$ cat src/rtl/keypad_scanner.sv
// keypad_scanner: scans a 4x4 active-low matrix keypad one column at a time,
// resolves each full scan to a single digit (or NO_KEY), and debounces the
// result over several consecutive scans before presenting it on key.
module keypad_scanner #(
  parameter int unsigned SCAN_DIV       = 250,
  parameter int unsigned DEBOUNCE_SCANS = 4,
  parameter logic [3:0]  NO_KEY         = 4'd10
) (
  input  logic       clock,
  input  logic       reset,
  input  logic [3:0] row,
  output logic [3:0] col,
  output logic [3:0] key,
  output logic       key_strobe
);

  localparam int unsigned   DW       = (SCAN_DIV > 1) ? $clog2(SCAN_DIV) : 1;
  localparam int unsigned   CW       = $clog2(DEBOUNCE_SCANS + 1);
  localparam logic [DW-1:0] DIV_LAST = DW'(SCAN_DIV - 1);
  localparam logic [CW-1:0] CNT_MAX  = CW'(DEBOUNCE_SCANS);

  typedef enum logic [1:0] {
    IDLE         = 2'd0,
    PRESS_WAIT   = 2'd1,
    PRESSED      = 2'd2,
    RELEASE_WAIT = 2'd3
  } state_e;

  // Returns {valid, digit} for the key at (row r, column c); letters, * and # are not digits.
  function automatic logic [4:0] key_lookup(input logic [1:0] r, input logic [1:0] c);
    case ({r, c})
      4'h0:    key_lookup = {1'b1, 4'd1};
      4'h1:    key_lookup = {1'b1, 4'd2};
      4'h2:    key_lookup = {1'b1, 4'd3};
      4'h4:    key_lookup = {1'b1, 4'd4};
      4'h5:    key_lookup = {1'b1, 4'd5};
      4'h6:    key_lookup = {1'b1, 4'd6};
      4'h8:    key_lookup = {1'b1, 4'd7};
      4'h9:    key_lookup = {1'b1, 4'd8};
      4'hA:    key_lookup = {1'b1, 4'd9};
      4'hD:    key_lookup = {1'b1, 4'd0};
      default: key_lookup = {1'b0, 4'd0};
    endcase
  endfunction

  logic [3:0]    sync1_q, sync2_q;
  logic [DW-1:0] div_q, div_d;
  logic [1:0]    idx_q, idx_d;
  logic [3:0]    col_q, col_d;
  logic [1:0]    hits_q, hits_d;    // digit keys seen so far this scan, saturating at 2
  logic [3:0]    code_q, code_d;    // most recent digit seen this scan
  logic [4:0]    lk_s;
  logic [2:0]    col_hits_s;
  logic [3:0]    col_code_s;
  logic [2:0]    total_s;
  logic          scan_done_s;
  logic [3:0]    raw_s;

  state_e        state_q, state_d;
  logic [CW-1:0] cnt_q, cnt_d, cnt_inc_s;
  logic [3:0]    cand_q, cand_d;
  logic [3:0]    key_q, key_d;
  logic          strobe_q, strobe_d;

  // Two-flop synchronizer for the asynchronous row inputs (idle rows read high).
  always_ff @(posedge clock or negedge reset) begin
    if (!reset) begin
      sync1_q <= 4'b1111;
      sync2_q <= 4'b1111;
    end else begin
      sync1_q <= row;
      sync2_q <= sync1_q;
    end
  end

  // Column timing, per-column row decode and per-scan accumulation into a raw result.
  always_comb begin
    div_d       = div_q + DW'(1);
    idx_d       = idx_q;
    col_d       = col_q;
    hits_d      = hits_q;
    code_d      = code_q;
    scan_done_s = 1'b0;
    raw_s       = NO_KEY;
    lk_s        = 5'd0;
    col_hits_s  = 3'd0;
    col_code_s  = code_q;
    for (int r = 0; r < 4; r++) begin
      lk_s = key_lookup(2'(r), idx_q);
      if (!sync2_q[r] && lk_s[4]) begin
        col_hits_s = col_hits_s + 3'd1;
        col_code_s = lk_s[3:0];
      end else begin
        col_hits_s = col_hits_s;
      end
    end
    total_s = {1'b0, hits_q} + col_hits_s;
    if (div_q == DIV_LAST) begin
      div_d = {DW{1'b0}};
      idx_d = idx_q + 2'd1;
      col_d = ~(4'b0001 << idx_d);
      if (idx_q == 2'd3) begin
        // Column 3 closes the scan: exactly one digit key gives that digit.
        scan_done_s = 1'b1;
        raw_s       = (total_s == 3'd1) ? col_code_s : NO_KEY;
        hits_d      = 2'd0;
        code_d      = NO_KEY;
      end else begin
        hits_d = (total_s >= 3'd2) ? 2'd2 : total_s[1:0];
        code_d = col_code_s;
      end
    end else begin
      div_d = div_q + DW'(1);
    end
  end

  // Scan divider, column drive and scan accumulator registers.
  always_ff @(posedge clock or negedge reset) begin
    if (!reset) begin
      div_q  <= {DW{1'b0}};
      idx_q  <= 2'd0;
      col_q  <= 4'b1110;
      hits_q <= 2'd0;
      code_q <= NO_KEY;
    end else begin
      div_q  <= div_d;
      idx_q  <= idx_d;
      col_q  <= col_d;
      hits_q <= hits_d;
      code_q <= code_d;
    end
  end

  // Debounce next-state: a digit must repeat for CNT_MAX closed scans to be accepted or released.
  always_comb begin
    state_d   = state_q;
    cnt_d     = cnt_q;
    cand_d    = cand_q;
    key_d     = key_q;
    strobe_d  = 1'b0;
    cnt_inc_s = (cnt_q < CNT_MAX) ? (cnt_q + CW'(1)) : cnt_q;
    if (scan_done_s) begin
      case (state_q)
        IDLE: begin
          if (raw_s != NO_KEY) begin
            cand_d  = raw_s;
            cnt_d   = CW'(1);
            state_d = PRESS_WAIT;
          end else begin
            state_d = IDLE;
          end
        end
        PRESS_WAIT: begin
          if (raw_s == cand_q) begin
            cnt_d = cnt_inc_s;
            if (cnt_inc_s == CNT_MAX) begin
              state_d  = PRESSED;
              key_d    = cand_q;
              strobe_d = 1'b1;
            end else begin
              state_d = PRESS_WAIT;
            end
          end else begin
            state_d = IDLE;
          end
        end
        PRESSED: begin
          if (raw_s != cand_q) begin
            cnt_d   = CW'(1);
            state_d = RELEASE_WAIT;
          end else begin
            state_d = PRESSED;
          end
        end
        RELEASE_WAIT: begin
          if (raw_s == cand_q) begin
            state_d = PRESSED;
          end else begin
            cnt_d = cnt_inc_s;
            if (cnt_inc_s == CNT_MAX) begin
              state_d = IDLE;
              key_d   = NO_KEY;
            end else begin
              state_d = RELEASE_WAIT;
            end
          end
        end
        default: begin
          state_d = IDLE;
          key_d   = NO_KEY;
        end
      endcase
    end else begin
      state_d = state_q;
    end
  end

  // Debounce state and registered key outputs.
  always_ff @(posedge clock or negedge reset) begin
    if (!reset) begin
      state_q  <= IDLE;
      cnt_q    <= {CW{1'b0}};
      cand_q   <= NO_KEY;
      key_q    <= NO_KEY;
      strobe_q <= 1'b0;
    end else begin
      state_q  <= state_d;
      cnt_q    <= cnt_d;
      cand_q   <= cand_d;
      key_q    <= key_d;
      strobe_q <= strobe_d;
    end
  end

  assign col        = col_q;
  assign key        = key_q;
  assign key_strobe = strobe_q;

endmodule

$ cat config.mk
export PLATFORM = sky130hd
export DESIGN_NAME = keypad_scanner
export DESIGN_NICKNAME = d
export VERILOG_FILES = /design/src/rtl/keypad_scanner.sv
export SDC_FILE = /design/constraint.sdc
export NUM_CORES = 1
export LEC_CHECK = 0
export ABC_AREA = 1
export BUFFER_PORTS_ARGS = -buffer_cell sky130_fd_sc_hd__buf_4
export CELL_PAD_IN_SITES_DETAIL_PLACEMENT = 2
export CELL_PAD_IN_SITES_GLOBAL_PLACEMENT = 2
export CORE_ASPECT_RATIO = 1.1
export CORE_MARGIN = 2
export CORE_UTILIZATION = 35
export DETAILED_ROUTE_END_ITERATION = 16
export PLACE_DENSITY = 0.84
export REMOVE_ABC_BUFFERS = 1
export SETUP_SLACK_MARGIN = 0.15
export SKIP_LAST_GASP = 1
export SLEW_MARGIN = 20
export SYNTH_ARGS = -nofsm -noshare
export SYNTH_HDL_FRONTEND = slang
export SYNTH_SLANG_ARGS = --single-unit
$ cat constraint.sdc
create_clock -name clock -period 7.2 [get_ports clock]
set_input_delay 1.08 -clock clock [delete_from_list [all_inputs] [get_ports clock]]
set_output_delay 1.08 -clock clock [all_outputs]
set_load 0.005 [all_outputs]
Word-level counts from Yosys, hierarchy flattened:

Cells that the tools add are included.

* input port bits: 6
* register bits after elaboration: 42
* bits in latches: 0
* memory bits (writable): 0
* memories: 0
* logic and storage cells: 98
* output and inout bits: 9
* bits in read-only memories: 0

* bitwise operators: 1
* multiply operators: 0
* divide/modulo/power cells: 0
* magnitude comparators: 2
* shift-type cells: 1
* multiplexer cells: 43
* equality and inequality tests: 18
* reductions and logical operators: 14
* $add $sub $neg: 7

Operator list (number)
* 2-to-1 mux 4 bit: 12
* case mux 5 bit (3 select lines): 3
* 2-to-1 mux 3 bit: 8
* adder 3 x 1 -> 3 bit (second input constant): 4
* 2-to-1 mux 2 bit: 6
* inequality test 2 bit (second input constant): 6
* case mux 3 bit (4 select lines): 1
* 2-to-1 mux 1 bit: 9
* adder 8 x 1 -> 8 bit (second input constant): 1
* == test 2 bit (second input constant): 4
* == test 8 bit (second input constant): 1
* 2-to-1 mux 8 bit: 1
* case mux 2 bit (4 select lines): 1
* case mux 4 bit (2 select lines): 1
* AND reduction 6 bit: 1
* 2-to-1 mux 5 bit: 1
* AND reduction 5 bit: 1
* == test 2 x 1 -> 1 bit (second input constant): 2
* == test 4 bit: 1
* logical AND 1 bit: 4
* zero test 1 bit: 4
* zero test 2 bit: 2
* inequality test 4 bit: 1
* inequality test 4 bit (second input constant): 1
* 10 further kinds: 10

Depth between registers and ports, before layout:

Gate-level depths: netlist of the first run.

* depth after elaboration: 19
* mapped depth: 27
* mapped depth without buffers: 27

Worst setup path before layout of the first run:

Ideal clock, no wire load.

* kind: flip-flop to flip-flop
* start point: register idx_q[0]
* end point: register cnt_q[2]
* arrival: 3.508 ns
* period minus slack after synthesis: 3.624 ns
* setup time: 0.117 ns
* setup slack: 3.576 ns
* path buffers: 0
* data required time: 7.083 ns
* stages on the path, launching flop included: 28
* path through: dfrtp_1 ha_1 inv_4 nand2_4 ha_1 nand2_1 inv_2 nor2_1 ha_1 nand2_1 nand2_1 fa_1 inv_1 nand4_1 nand2_1 nand2_2 nand2_4 nand3_2 inv_1 nand3_1 nand2_4 nor2_8 nand3_4 nand2_2 inv_2 nand2_2 nand2_1 nand2_1

* word-level cells in the longest chain between the ends: 18
* elaborated cells between the ends (all ways): 38
* those cells by class: add/sub (4); eq/ne (11); mux (17); reduce/logical (6)

Ends and longest elaborated chain
* start: declaration: RTL line 48 `logic [1:0] idx_q, idx_d;`
* start signal: assignment: RTL line 127 `idx_q <= idx_d;`
* == test 2 bit (tied with other cells): RTL line 31 `case ({r, c})`
* case mux 5 bit (3 select lines): RTL line 31
* logical AND 1 bit: RTL line 90 `if (!sync2_q[r] && lk_s[4]) begin`
* 2-to-1 mux 1 bit: RTL line 90
* adder 3 x 1 -> 3 bit: RTL line 91 `col_hits_s = col_hits_s + 3'd1;`
* 2-to-1 mux 3 bit: RTL line 90
* adder 3 x 1 -> 3 bit: RTL line 91
* 2-to-1 mux 3 bit: RTL line 90
* [... 2 more ...]
* adder 2 x 3 -> 3 bit: RTL line 97 `total_s = {1'b0, hits_q} + col_hits_s;`
* == test 3 x 1 -> 1 bit: RTL line 105 `raw_s = (total_s == 3'd1) ? col_code_s : NO_KEY;`
* 2-to-1 mux 4 bit: RTL line 105
* 2-to-1 mux 4 bit: RTL line 102 `if (idx_q == 2'd3) begin`
* 2-to-1 mux 4 bit: RTL line 98 `if (div_q == DIV_LAST) begin`
* inequality test 4 bit (tied with other cells): RTL line 168 `if (raw_s != cand_q) begin`
* inequality test 2 bit (no line)
* AND reduction 5 bit (no line) *
* end signal: assignment: RTL line 202 `cnt_q <= {CW{1'b0}};`
* end signal: assignment: RTL line 208 `cnt_q <= cnt_d;`
* end: declaration: RTL line 60 `logic [CW-1:0] cnt_q, cnt_d, cnt_inc_s;`

Every way passes the cells marked *; elsewhere a longest branch is shown, timed or not.
A chain may end at the register's enable or synchronous reset.

Final worst setup path of the first run:

Ends and elaborated chain as after synthesis.

==> summary.txt, run 1 <==
Status = complete, no violations
Hold Buf Count CTS = 0
Drt drc = 0
Max Fanout on Critical Path = 6
Rel. slew slack = 62.94%
Initial antenna violation count = 0
Adder and majority cell fraction of the synthesized area = 6.939%
Worst setup EP type = flop
Metal-1 WL = 2.809 mm
Vias per inst = 5.086
Clock root cell = clkbuf_8
Mapped Avg Cell Area = 8.853 um2
Flops & latches, synth = 42
DIE HEIGHT = 91.79 um
Area growth syn-to-layout = 12.65%
Congestion Overflow GR = 0
Max-cap viol count = 0
WP buf/inv = 4
WP data arrival = 4.28 ns
Mapped cell area = 0.002452 mm2
Post-synthesis mux area share = 0.4082%
H-tree depth = 2
Synth cell types = 38
Port Buffers = 14
Hold Startpoint = sync1_q[3]$_DFF_PN1_
Post-DP HPWL = 4.511 mm
Via count = 1943
Post-synth ARST share = 100.0%
FF/Latch Area = 0.001072 mm2
Tcrit/Tclk final = 56.98%
Reg2reg end = cnt_q[2]$_DFFE_PN0P_
All-Layer GR Usage = 17.67%
Final Util = 40.12%
Combinational family with the most area after synthesis = simple AND/OR/NAND/NOR gates
Worst Tran Pin Value = 0.5559 ns
CTS tree = yes
Cell Pwr Density = 167.3 mW/mm2
Worst path max stage delay = 0.49 ns
Startpoint Class = flop
Clk Latency, worst-skew pair = 0.31 ns
Setup Buffers After CTS = 0
Min Tclk post-route = 4.103 ns
DR pass1 iterations = 4
Most frequent CP cell = nand2_1
EDFF count, synth = 0
Place WS = 3.117 ns
Final worst slack = 3.097 ns
Multi-input gate area = 0.001221 mm2
Core region area = 0.006887 mm2
Final net count = 315
# rows = 32
Largest net degree at the start of global routing = 43
CP Cell Sequence = ha_1 > inv_4 > nand2_4 > ha_1 > nand2_1 > inv_2 > nor2_1 > ha_1 > nand2_1 > nand2_1 > fa_1 > nor2_1 > nand4_1 > nand2_1 > nand2_1 > nand2_1 > inv_4 > nand3_4 > nand2_2 > inv_2 > nand2_2 > nand2_1 > nand2_1
CP top delay family = simple AND/OR/NAND/NOR gates
Synth Area in XOR/XNOR = 1.071%
Layout Skew = 0.02125 ns
R2r setup slk = 3.10 ns
Post-synthesis compound-gate area fraction = 9.592%
Slowest CP cell = fa_1
R2R cell count = 23
Avg WL per Cell = 15.98 um
Worst reg2reg startpoint = idx_q[0]$_DFFE_PN0N_
Layout cell share with drive strength beyond 1 = 25.59%
CTS Buffer Depth = 2
Routed wl met3 = 74 um
Gp weighted congestion = 0.7993
Critical Path RT = 7.38 ns
Routed Antenna Nets = 0
CTS clk-pin slew, worst paths = 0.08 ns
Iteration-0 DRC Markers = 120
Post-CTS resize count = 0
Setup-failing EPs final = 0
Die width = 83.81 um
Final number of hold-violating endpoints = 0
Initial Util = 35.61%
Sequential-to-total area share from yosys stat = 43.72%
Crit path kind = flop to flop
Synth Instances = 277
Static Leak = 0.001346 uW
Yosys Warn Count = 0
F_max = 0.2437 GHz
WL final = 6.104 mm
Most used DFF post-synth = dfrtp_1
Hold path depth = 0
Fillers = 797
Hold endpoint = sync2_q[3]$_DFF_PN1_
Number of global-route vias before repair = 2176
Setup_tns = 0 ns
Worst Hold Class = flop to flop
Ant diodes = 0
Met2 WL = 3.162 mm
First-pass GRT wire length = 10.94 mm
RSZ-0062 raised after global routing = false
Die area = 0.007693 mm2
Simple-gate share of the synthesized area = 31.79%
Clock sinks = 42
Peak supply drop = 0.00007427 V
TritonCTS buffer count = 5
Io pins = 15
Slew Limit Fails = 0
DR top layer = met4
stage by stage:
stage | power (uW) | instance area [um2] | std cells | hold WS [ns]
detailed placement | 272.3 | 2653 | 374 | 0.3490
global route | 481.5 | 2763 | 382 | 0.3690
floorplan | 260.3 | 2441 | 275 | 0.3452
global placement | 271.1 | 2653 | 374 | 0.3459
CTS | 468.9 | 2763 | 382 | 0.3615
finish | 462.3 | 2763 | 382 | 0.3591
flip-flops by register name (all words and copies together) (netlist names):
| signal | count |
|---|---|
| idx_q | 2 |
| cnt_q | 3 |
| sync1_q | 4 |
| hits_q | 2 |
| sync2_q | 4 |
| col | 4 |
| div_q | 8 |
| code_q | 4 |
| cand_q | 4 |
| state_q | 2 |
| key | 4 |
| key_strobe | 1 |
cells in the mapped netlist (5+ instances only):
cell type  count  area [um2]
a21oi_1       14       70.07
inv_1         33       123.9
o21ai_0       11       55.05
nor3_1         5       25.02
nor2_1        23       86.33
dfrtp_1       25       625.6
nand3_1       11       55.05
nand4_1        9       56.30
dfstp_2       17       446.7
nand2_1       58       217.7
o21ai_1        5       25.02
nand2_2        8       50.05
nand2_4        8       90.09
ha_1          12       150.1
layout by cell type (no fill, tap or decap), types with 2 or more instances in the layout:
cell	count
clkbuf_8	5
nor2_8	2
nor3_2	2
nand2_4	8
nand4_1	9
o21ai_0	11
nand2_2	8
buf_4	14
o21ai_1	5
nand2_1	58
a21oi_2	3
a21oi_1	14
nand3_2	2
inv_2	2
nand3_4	4
nor2_1	23
dfrtp_1	25
nor3_1	5
a22o_1	3
nand3_1	11
ha_1	12
inv_1	33
dfstp_2	17
xor2_1	3
inv_4	2
how the worst max path moves through the flow:
stage / startpoint / end / slack, ns / cells past startpoint
final: idx_q[0]$_DFFE_PN0N_ / cnt_q[2]$_DFFE_PN0P_ / 3.10 / 23
after global routing: idx_q[0]$_DFFE_PN0N_ / cnt_q[2]$_DFFE_PN0P_ / 2.68 / 24
after CTS: idx_q[0]$_DFFE_PN0N_ / cnt_q[2]$_DFFE_PN0P_ / 3.06 / 27
after detailed placement: idx_q[0]$_DFFE_PN0N_ / cnt_q[2]$_DFFE_PN0P_ / 3.12 / 27
after global placement: idx_q[0]$_DFFE_PN0N_ / key[2]$_DFFE_PN0P_ / 3.30 / 23
after floorplan: idx_q[0]$_DFFE_PN0N_ / cnt_q[2]$_DFFE_PN0P_ / 3.58 / 27
logic make-up after synthesis:
family	Yosys count
compound gates	40
xor+xnor	3
fa+ha+maj	13
buf+inv	40
flops	42
mux	1
simple gates	138
layout make-up:
| cell class | instances | share of cell area, % |
|---|---|---|
| Inverter | 38 | 5.344 |
| Timing Repair Buffer | 14 | 3.804 |
| Multi-Input combinational cell | 195 | 44.20 |
| Clock inverter | 2 | 1.359 |
| Sequential cell | 42 | 38.81 |
| Clock buffer | 6 | 2.627 |
| Tap cell | 85 | 3.850 |
power breakdown:
group	leakage [uW]	switching (uW)	internal [uW]
Sequential	0.000512	1.49	240
Combinational	0.000783	18.1	7.89
Clock	0.0000514	90.9	104
Total	0.00135	111	352
metal layers:
metal,up-vias,track usage (%)
li1,931,-
met1,994,22.51
met2,13,31.47
met3,5,2.250
met4,0,4.839
met5,-,0
(Power assumes the default switching activity.)
==> run 2: changes to the inputs <==
--- a/config.mk
+++ b/config.mk
@@ -5,7 +5,7 @@
 export SDC_FILE = /design/constraint.sdc
 export NUM_CORES = 1
 export LEC_CHECK = 0
-export ABC_AREA = 1
+export ABC_AREA = 0
 export BUFFER_PORTS_ARGS = -buffer_cell sky130_fd_sc_hd__buf_4
 export CELL_PAD_IN_SITES_DETAIL_PLACEMENT = 2
 export CELL_PAD_IN_SITES_GLOBAL_PLACEMENT = 2
@@ -13,7 +13,7 @@
 export CORE_MARGIN = 2
 export CORE_UTILIZATION = 35
 export DETAILED_ROUTE_END_ITERATION = 16
-export PLACE_DENSITY = 0.84
+export PLACE_DENSITY = 0.82
 export REMOVE_ABC_BUFFERS = 1
 export SETUP_SLACK_MARGIN = 0.15
 export SKIP_LAST_GASP = 1
==> constraint.sdc (replaced) <==
create_clock -name clock -period 4.1 [get_ports clock]
set_input_delay 0.615 -clock clock [delete_from_list [all_inputs] [get_ports clock]]
set_output_delay 0.615 -clock clock [all_outputs]
set_load 0.005 [all_outputs]
==> summary.txt, run 2 <==
Setup-failing EPs final = 5 (+5)
Layout cell share with drive strength beyond 1 = 37.78% (+12 points)
Top cell type's share of synthesized area = 26.68% (+1.2 points)
TritonCTS buffer count = 5 (unchanged)
Iteration-0 DRC Markers = 73 (-39%)
Hold Buf Count CTS = 0 (unchanged)
Gp weighted congestion = 0.7959 (-0.43%)
DIE HEIGHT = 89.85 um (-2.1%)
Avg WL per Cell = 20.71 um (+30%)
WL final = 7.289 mm (+19%)
Core region area = 0.006555 mm2 (-4.8%)
R2r setup slk = -0.11 ns (-3.21 ns)
F_max = 0.2373 GHz (-2.6%)
Clock root cell = clkbuf_8
DR pass1 iterations = 4 (unchanged)
Fillers = 698 (-12%)
Number of global-route vias before repair = 2141 (-1.6%)
Commonest cells after routing, fill and taps aside = buf_4 (32), dfrtp_1 (25), nor2_1 (17), nand2_1 (17), dfstp_2 (17)
CTS clk-pin slew, worst paths = 0.09 ns (about the same)
Cell Pwr Density = 273.6 mW/mm2 (+64%)
Final Power = 819.5 uW (+77%)
Final Util = 45.70% (+5.6 points)
R2R cell count = 19 (-17%)
Startpoint Class = flop
Routed Antenna Nets = 0 (unchanged)
Most common cell in the netlist = dfrtp_1
Worst Tran Pin Value = 0.9835 ns (+0.4276 ns)
Crit path kind = flop to flop
Sequential-to-total area share from yosys stat = 45.73% (+2.0 points)
Congestion Overflow GR = 0 (unchanged)
All-Layer GR Usage = 19.84% (+2.2 points)
Vias per inst = 5.500 (+8.1%)
Peak supply drop = 0.0001636 V (+120%)
Status = finished, violations left
Final worst slack = -0.1143 ns (-3.211 ns)
Synth top cells by count = dfrtp_1 (25), nand2_1 (23), nor2_1 (21)
Flops & latches, synth = 42 (unchanged)
# rows = 31 (-3.1%)
First-pass GRT wire length = 11.11 mm (+1.6%)
Reg2reg end = key[2]$_DFFE_PN0P_
CTS tree = yes
WHS = 0.2969 ns (-0.06220 ns)
Final net count = 288 (-8.6%)
Max Fanout on Critical Path = 6 (unchanged)
Mapped cell area = 0.002345 mm2 (-4.4%)
Post-synth ARST share = 100.0% (unchanged)
Die width = 82.04 um (-2.1%)
Number of flip-flops in the largest register = 8 (unchanged)
Port Buffers = 14 (unchanged)
Initial Util = 35.77% (+0.16 points)
Final number of hold-violating endpoints = 0 (unchanged)
Critical Path RT = 4.32 ns (-3.06 ns)
Layout Skew = 0.005148 ns (-0.01610 ns)
Worst setup EP type = flop
Ant diodes = 0 (unchanged)
Mapped Avg Cell Area = 9.935 um2 (+12%)
Initial antenna violation count = 0 (unchanged)
Most common cell after layout, fill and taps aside = buf_4
Area growth syn-to-layout = 27.75%
Slew Limit Fails = 0 (unchanged)
Synth Instances = 236 (-15%)
Failing checks = setup timing
Worst reg2reg startpoint = idx_q[1]$_DFFE_PN0N_
Most used DFF post-synth = dfrtp_1
Biggest register = div_q
Tcrit/Tclk final = 102.8% (+46 points)
Drt drc = 0 (unchanged)
Min Tclk post-route = 4.214 ns (+0.1114 ns)
WP data arrival = 4.43 ns (+0.15 ns)
Io pins = 15 (unchanged)
Clock sinks = 42 (unchanged)
Die area = 0.007371 mm2 (-4.2%)
RSZ-0062 raised after global routing = true
EDFF count, synth = 0 (unchanged)
Static Leak = 0.001245 uW (-7.5%)
Largest net degree at the start of global routing = 43 (unchanged)
H-tree depth = 2 (unchanged)
Max-cap viol count = 0 (unchanged)
CTS Buffer Depth = 2 (unchanged)
Yosys Warn Count = 0 (unchanged)
Clk Latency, worst-skew pair = 0.30 ns (about the same)
Post-DP HPWL = 4.450 mm (-1.3%)
Via count = 1936 (-0.36%)
Worst Hold Class = input port to async pin
Leading area contributor after synthesis = dfrtp_1
Synth cell types = 55 (+45%)
Top cells by area, synth = dfrtp_1 (27%), dfstp_2 (19%), ha_1 (6.4%)
Rel. slew slack = 34.19% (-29 points)
==> run 2: worst max-delay path by stage <==
| stage | from | to | slack [ns] | depth (start not counted) |
|---|---|---|---|---|
| floorplan | idx_q[0]$_DFFE_PN0N_ | cnt_q[1]$_DFFE_PN0P_ | -0.29 | 17 |
| global placement | idx_q[0]$_DFFE_PN0N_ | cnt_q[1]$_DFFE_PN0P_ | -0.11 | 17 |
| detailed placement | idx_q[0]$_DFFE_PN0N_ | cnt_q[1]$_DFFE_PN0P_ | -0.42 | 17 |
| CTS | idx_q[1]$_DFFE_PN0N_ | cnt_q[1]$_DFFE_PN0P_ | 0.03 | 17 |
| global route | idx_q[1]$_DFFE_PN0N_ | cnt_q[2]$_DFFE_PN0P_ | -0.31 | 19 |
| finish | idx_q[1]$_DFFE_PN0N_ | key[2]$_DFFE_PN0P_ | -0.11 | 19 |
==> run 2: worst max-delay path, stage by stage (launching register included) <==
cell and delay, ns:
dfrtp_1 0.40, ha_2 0.21, or2_4 0.24, ha_4 0.30, xor2_4 0.22, ha_4 0.23
nand2_2 0.06, nand2_2 0.06, fa_1 0.50, nor2b_2 0.15, a21bo_2 0.25, mux2i_4 0.21
and2_4 0.22, o21ai_4 0.06, a22oi_2 0.28, buf_6 0.16, buf_8 0.14, nand3_2 0.08
a21boi_2 0.21, o2bb2ai_2 0.16
==> run 2: final cells by class <==
class,count,area [um2],area share [%]
sequential,42,1072,35.80
clock inverter,3,40.04,1.337
timing repair buffer,36,289.0,9.649
inverter,7,26.28,0.8772
multi-input combinational,177,1396,46.62
clock buffer,5,68.82,2.297
tap,82,102.6,3.425
==> run 2: cells by family after synthesis <==
| family | after synthesis | synth area share, % |
|---|---|---|
| muxes | 2 | 0.8538 |
| and+or+nand+nor | 92 | 21.45 |
| buffers and inverters | 17 | 3.788 |
| AOI/OAI and AO/OA | 60 | 17.18 |
| DFF | 42 | 45.73 |
| adders and majority gates | 13 | 7.257 |
| xor gates and xnor gates | 10 | 3.736 |
==> run 2: stage by stage <==
| stage | std cells | area [um2] | setup TNS (ns) | worst slack [ns] |
|---|---|---|---|---|
| CTS | 348 | 2834 | 0 | 0.03308 |
| global route | 352 | 2995 | -2.167 | -0.3052 |
| global placement | 337 | 2603 | -0.5162 | -0.1120 |
| finish | 352 | 2995 | -0.4469 | -0.1143 |
| detailed placement | 337 | 2603 | -4.310 | -0.4174 |
| floorplan | 226 | 2282 | -0.8600 | -0.2882 |
==> run 2: where the power goes <==
group | internal [uW] | switching [uW] | total (uW)
sequential | 422 | 4.19 | 426
combinational | 27.5 | 35.0 | 62.6
clock | 179 | 152 | 331
total | 629 | 191 | 820
==> run 2: timing repair <==
item / CTS / global route
buffers inserted: 3 / 4
resized for setup: 23 / 30
setup endpoints to repair: 14 / 14
pin swaps: 15 / 15
==> run 2: routing by layer <==
metal	GRT usage [%]	part of all wire (%)	wire [um]
met5	0	0	0
met4	6.944	2.5	179
met3	2.711	1.8	134
met2	34.15	53	3867
met1	24.89	43	3109
==> run 3: changes to the inputs <==
--- a/config.mk
+++ b/config.mk
@@ -13,9 +13,10 @@
 export CORE_MARGIN = 2
 export CORE_UTILIZATION = 35
 export DETAILED_ROUTE_END_ITERATION = 16
-export PLACE_DENSITY = 0.82
+export PLACE_DENSITY = 0.85
 export REMOVE_ABC_BUFFERS = 1
 export SETUP_SLACK_MARGIN = 0.15
+export SKIP_CTS_REPAIR_TIMING = 1
 export SKIP_LAST_GASP = 1
 export SLEW_MARGIN = 20
 export SYNTH_ARGS = -nofsm -noshare
==> constraint.sdc (replaced) <==
create_clock -name clock -period 3.45 [get_ports clock]
set_input_delay 0.5175 -clock clock [delete_from_list [all_inputs] [get_ports clock]]
set_output_delay 0.5175 -clock clock [all_outputs]
set_load 0.005 [all_outputs]
==> summary.txt, run 3 (synthesis gave the netlist of run 2 again) <==
Avg WL per Cell = 21.84 um (+5.5%)
Worst Tran Pin Value = 0.7795 ns (-0.2040 ns)
H-tree depth = 2 (unchanged)
Clock root cell = clkbuf_8
Drt drc = 0 (unchanged)
Place WS = -1.075 ns (-0.6578 ns)
Via count = 2009 (+3.8%)
Biggest register = div_q
Post-DP HPWL = 4.681 mm (+5.2%)
Clock sinks = 42 (unchanged)
Setup-failing EPs final = 14 (+9)
R2r setup slk = -0.82 ns (-0.70 ns)
First-pass GRT wire length = 10.92 mm (-1.7%)
Crit path kind = flop to flop
Ant diodes = 0 (unchanged)
Status = finished, violations left
Initial Util = 35.77% (unchanged)
Port Buffers = 14 (unchanged)
CTS clk-pin slew, worst paths = 0.08 ns (about the same)
Routed Antenna Nets = 0 (unchanged)
Most common cell after layout, fill and taps aside = buf_4
Clk Latency, worst-skew pair = 0.31 ns (about the same)
Tcrit/Tclk final = 123.7% (+21 points)
DP Area = 0.002655 mm2 (+2.0%)
DIE HEIGHT = 89.85 um (unchanged)
Final worst slack = -0.8176 ns (-0.7034 ns)
Final net count = 296 (+2.8%)
CTS tree = yes
All-Layer GR Usage = 19.11% (-0.73 points)
Die width = 82.04 um (unchanged)
Final number of hold-violating endpoints = 0 (unchanged)
RSZ-0062 raised after global routing = true
Most frequent CP cell = ha_2
Number of flip-flops in the largest register = 8 (unchanged)
Vias per inst = 5.581 (+1.5%)
Failing checks = setup timing
CTS Buffer Depth = 2 (unchanged)
WP buf/inv = 2 (unchanged)
Int Power = 698.6 uW (+11%)
# rows = 31 (unchanged)
Initial antenna violation count = 0 (unchanged)
Cell Pwr Density = 304.8 mW/mm2 (+11%)
Die area = 0.007371 mm2 (unchanged)
Worst path max stage delay = 0.45 ns (-0.05 ns)
Layout Cells excl Fill = 360 (+2.3%)
Slew Limit Fails = 0 (unchanged)
Core region area = 0.006555 mm2 (unchanged)
Layout Skew = 0.008780 ns (+0.003632 ns)
Iteration-0 DRC Markers = 124 (+70%)
P_sw = 228.1 uW (+20%)
Io pins = 15 (unchanged)
Worst setup EP type = flop
F_max = 0.2343 GHz (-1.3%)
Congestion Overflow GR = 0 (unchanged)
Post-route cell area = 0.003040 mm2 (+1.5%)
Static Leak = 0.001293 uW (+3.9%)
Largest net degree at the start of global routing = 43 (unchanged)
Startpoint Class = flop
Area growth syn-to-layout = 29.67%
Dpl cells = 344 (+2.1%)
CP Cell Sequence = ha_2 > or2_4 > ha_4 > xor2_4 > xnor2_1 > ha_2 > fa_1 > nor2b_2 > a21bo_2 > mux2i_4 > and2_4 > o21ai_1 > a22oi_2 > buf_6 > buf_8 > nand3_1 > a21boi_2 > o2bb2ai_1
Fillers = 685 (-1.9%)
Peak supply drop = 0.0002363 V (+44%)
R2R cell count = 18 (-1)
Layout cell share with drive strength beyond 1 = 39.21% (+1.4 points)
Sw frac = 24.62% (+1.3 points)
WL final = 7.864 mm (+7.9%)
Max-cap viol count = 0 (unchanged)
Critical Path RT = 3.68 ns (-0.64 ns)
Commonest cells after routing, fill and taps aside = buf_4 (39), dfrtp_1 (25), nor2_1 (18), nand2_1 (17), dfstp_2 (17)
Worst reg2reg startpoint = idx_q[0]$_DFFE_PN0N_
WP data arrival = 4.50 ns (+0.07 ns)
Reg2reg end = key[0]$_DFFE_PN0P_
Gp weighted congestion = 0.7314 (-8.1%)
Seq pwr share = 54.5% (+2.5 points)
Rel. slew slack = 47.48% (+13 points)
TritonCTS buffer count = 5 (unchanged)
CP top delay family = adder cells
Min Tclk post-route = 4.268 ns (+0.05336 ns)
Slowest CP cell = fa_1
Worst Hold Class = input port to async pin
Clock power share = 37.0% (-3.4 points)
Comb power frac = 8.5% (+0.9 points)
Max Fanout on Critical Path = 6 (unchanged)
DR pass1 iterations = 4 (unchanged)
Number of global-route vias before repair = 2165 (+1.1%)
## run 3: changes by cell type in the layout (fill, tap and decap cells not counted), sizes merged
cell | previous run | this run
buf | 36 | 44
clkinv | 2 | 1
clkbuf | 5 | 7
bufinv | 1 | 0
## run 3: cell type report
class                           count  area (um2)  area share [%]
Tap cell                           82       102.6           3.374
Clock inverter                      1       5.005          0.1646
Timing Repair Buffer               44       352.8           11.60
Multi-Input combinational cell    177        1395           45.88
Inverter                            7       26.28          0.8642
Sequential cell                    42        1072           35.27
Clock buffer                        7       86.33           2.840
## run 3: how the worst max path moves through the flow
stage | start | endpoint | slack [ns] | cells past startpoint
2_1_floorplan | idx_q[0]$_DFFE_PN0N_ | cnt_q[1]$_DFFE_PN0P_ | -0.94 | 17
3_3_place_gp | idx_q[0]$_DFFE_PN0N_ | cnt_q[1]$_DFFE_PN0P_ | -0.71 | 17
4_1_cts | idx_q[0]$_DFFE_PN0N_ | cnt_q[2]$_DFFE_PN0P_ | -1.18 | 18
5_1_grt | idx_q[0]$_DFFE_PN0N_ | key[0]$_DFFE_PN0P_ | -0.93 | 21
3_5_place_dp | idx_q[0]$_DFFE_PN0N_ | cnt_q[0]$_DFFE_PN0P_ | -1.08 | 17
6_report | idx_q[0]$_DFFE_PN0N_ | key[0]$_DFFE_PN0P_ | -0.82 | 18
## run 3: power groups by stage
| stage | logic (uW) | registers [uW] | clock network (uW) |
|---|---|---|---|
| 2_1_floorplan | 24.8 | 514 | 0 |
| 3_3_place_gp | 53.3 | 513 | 0 |
| 3_5_place_dp | 57.7 | 514 | 0 |
| 4_1_cts | 57.9 | 505 | 348 |
| 5_1_grt | 86.2 | 506 | 370 |
| 6_report | 78.4 | 505 | 343 |
## run 3: stage by stage
step	hold slack [ns]	setup TNS [ns]	power (uW)	util, %
floorplan	0.2219	-8.638	539.2	-
global placement	0.3466	-8.328	566.4	40.50
detailed placement	0.3484	-13.38	571.2	40.50
CTS	0.2143	-14.36	910.2	41.90
global route	0.2352	-10.85	961.8	46.38
finish	0.1997	-8.959	926.7	46.38
## run 3: layer usage
| layer | GRT usage, % | wire length [um] |
|---|---|---|
| met4 | 3.889 | 128 |
| met2 | 34.28 | 4390 |
| met5 | 0 | 0 |
| met1 | 23.42 | 3184 |
| met3 | 3.414 | 161 |
## run 3: worst reg2reg max path, delay by kind of cell (launching register included)
| kind | cells | cell delay (ns) |
|---|---|---|
| AO/OA/AOI/OAI | 5 | 1.02 |
| XOR/XNOR | 2 | 0.35 |
| adder cells (fa/ha/maj) | 4 | 1.19 |
| buffers and inverters | 2 | 0.32 |
| flip-flops | 1 | 0.39 |
| multiplexers | 1 | 0.20 |
| AND/OR/NAND/NOR | 4 | 0.74 |
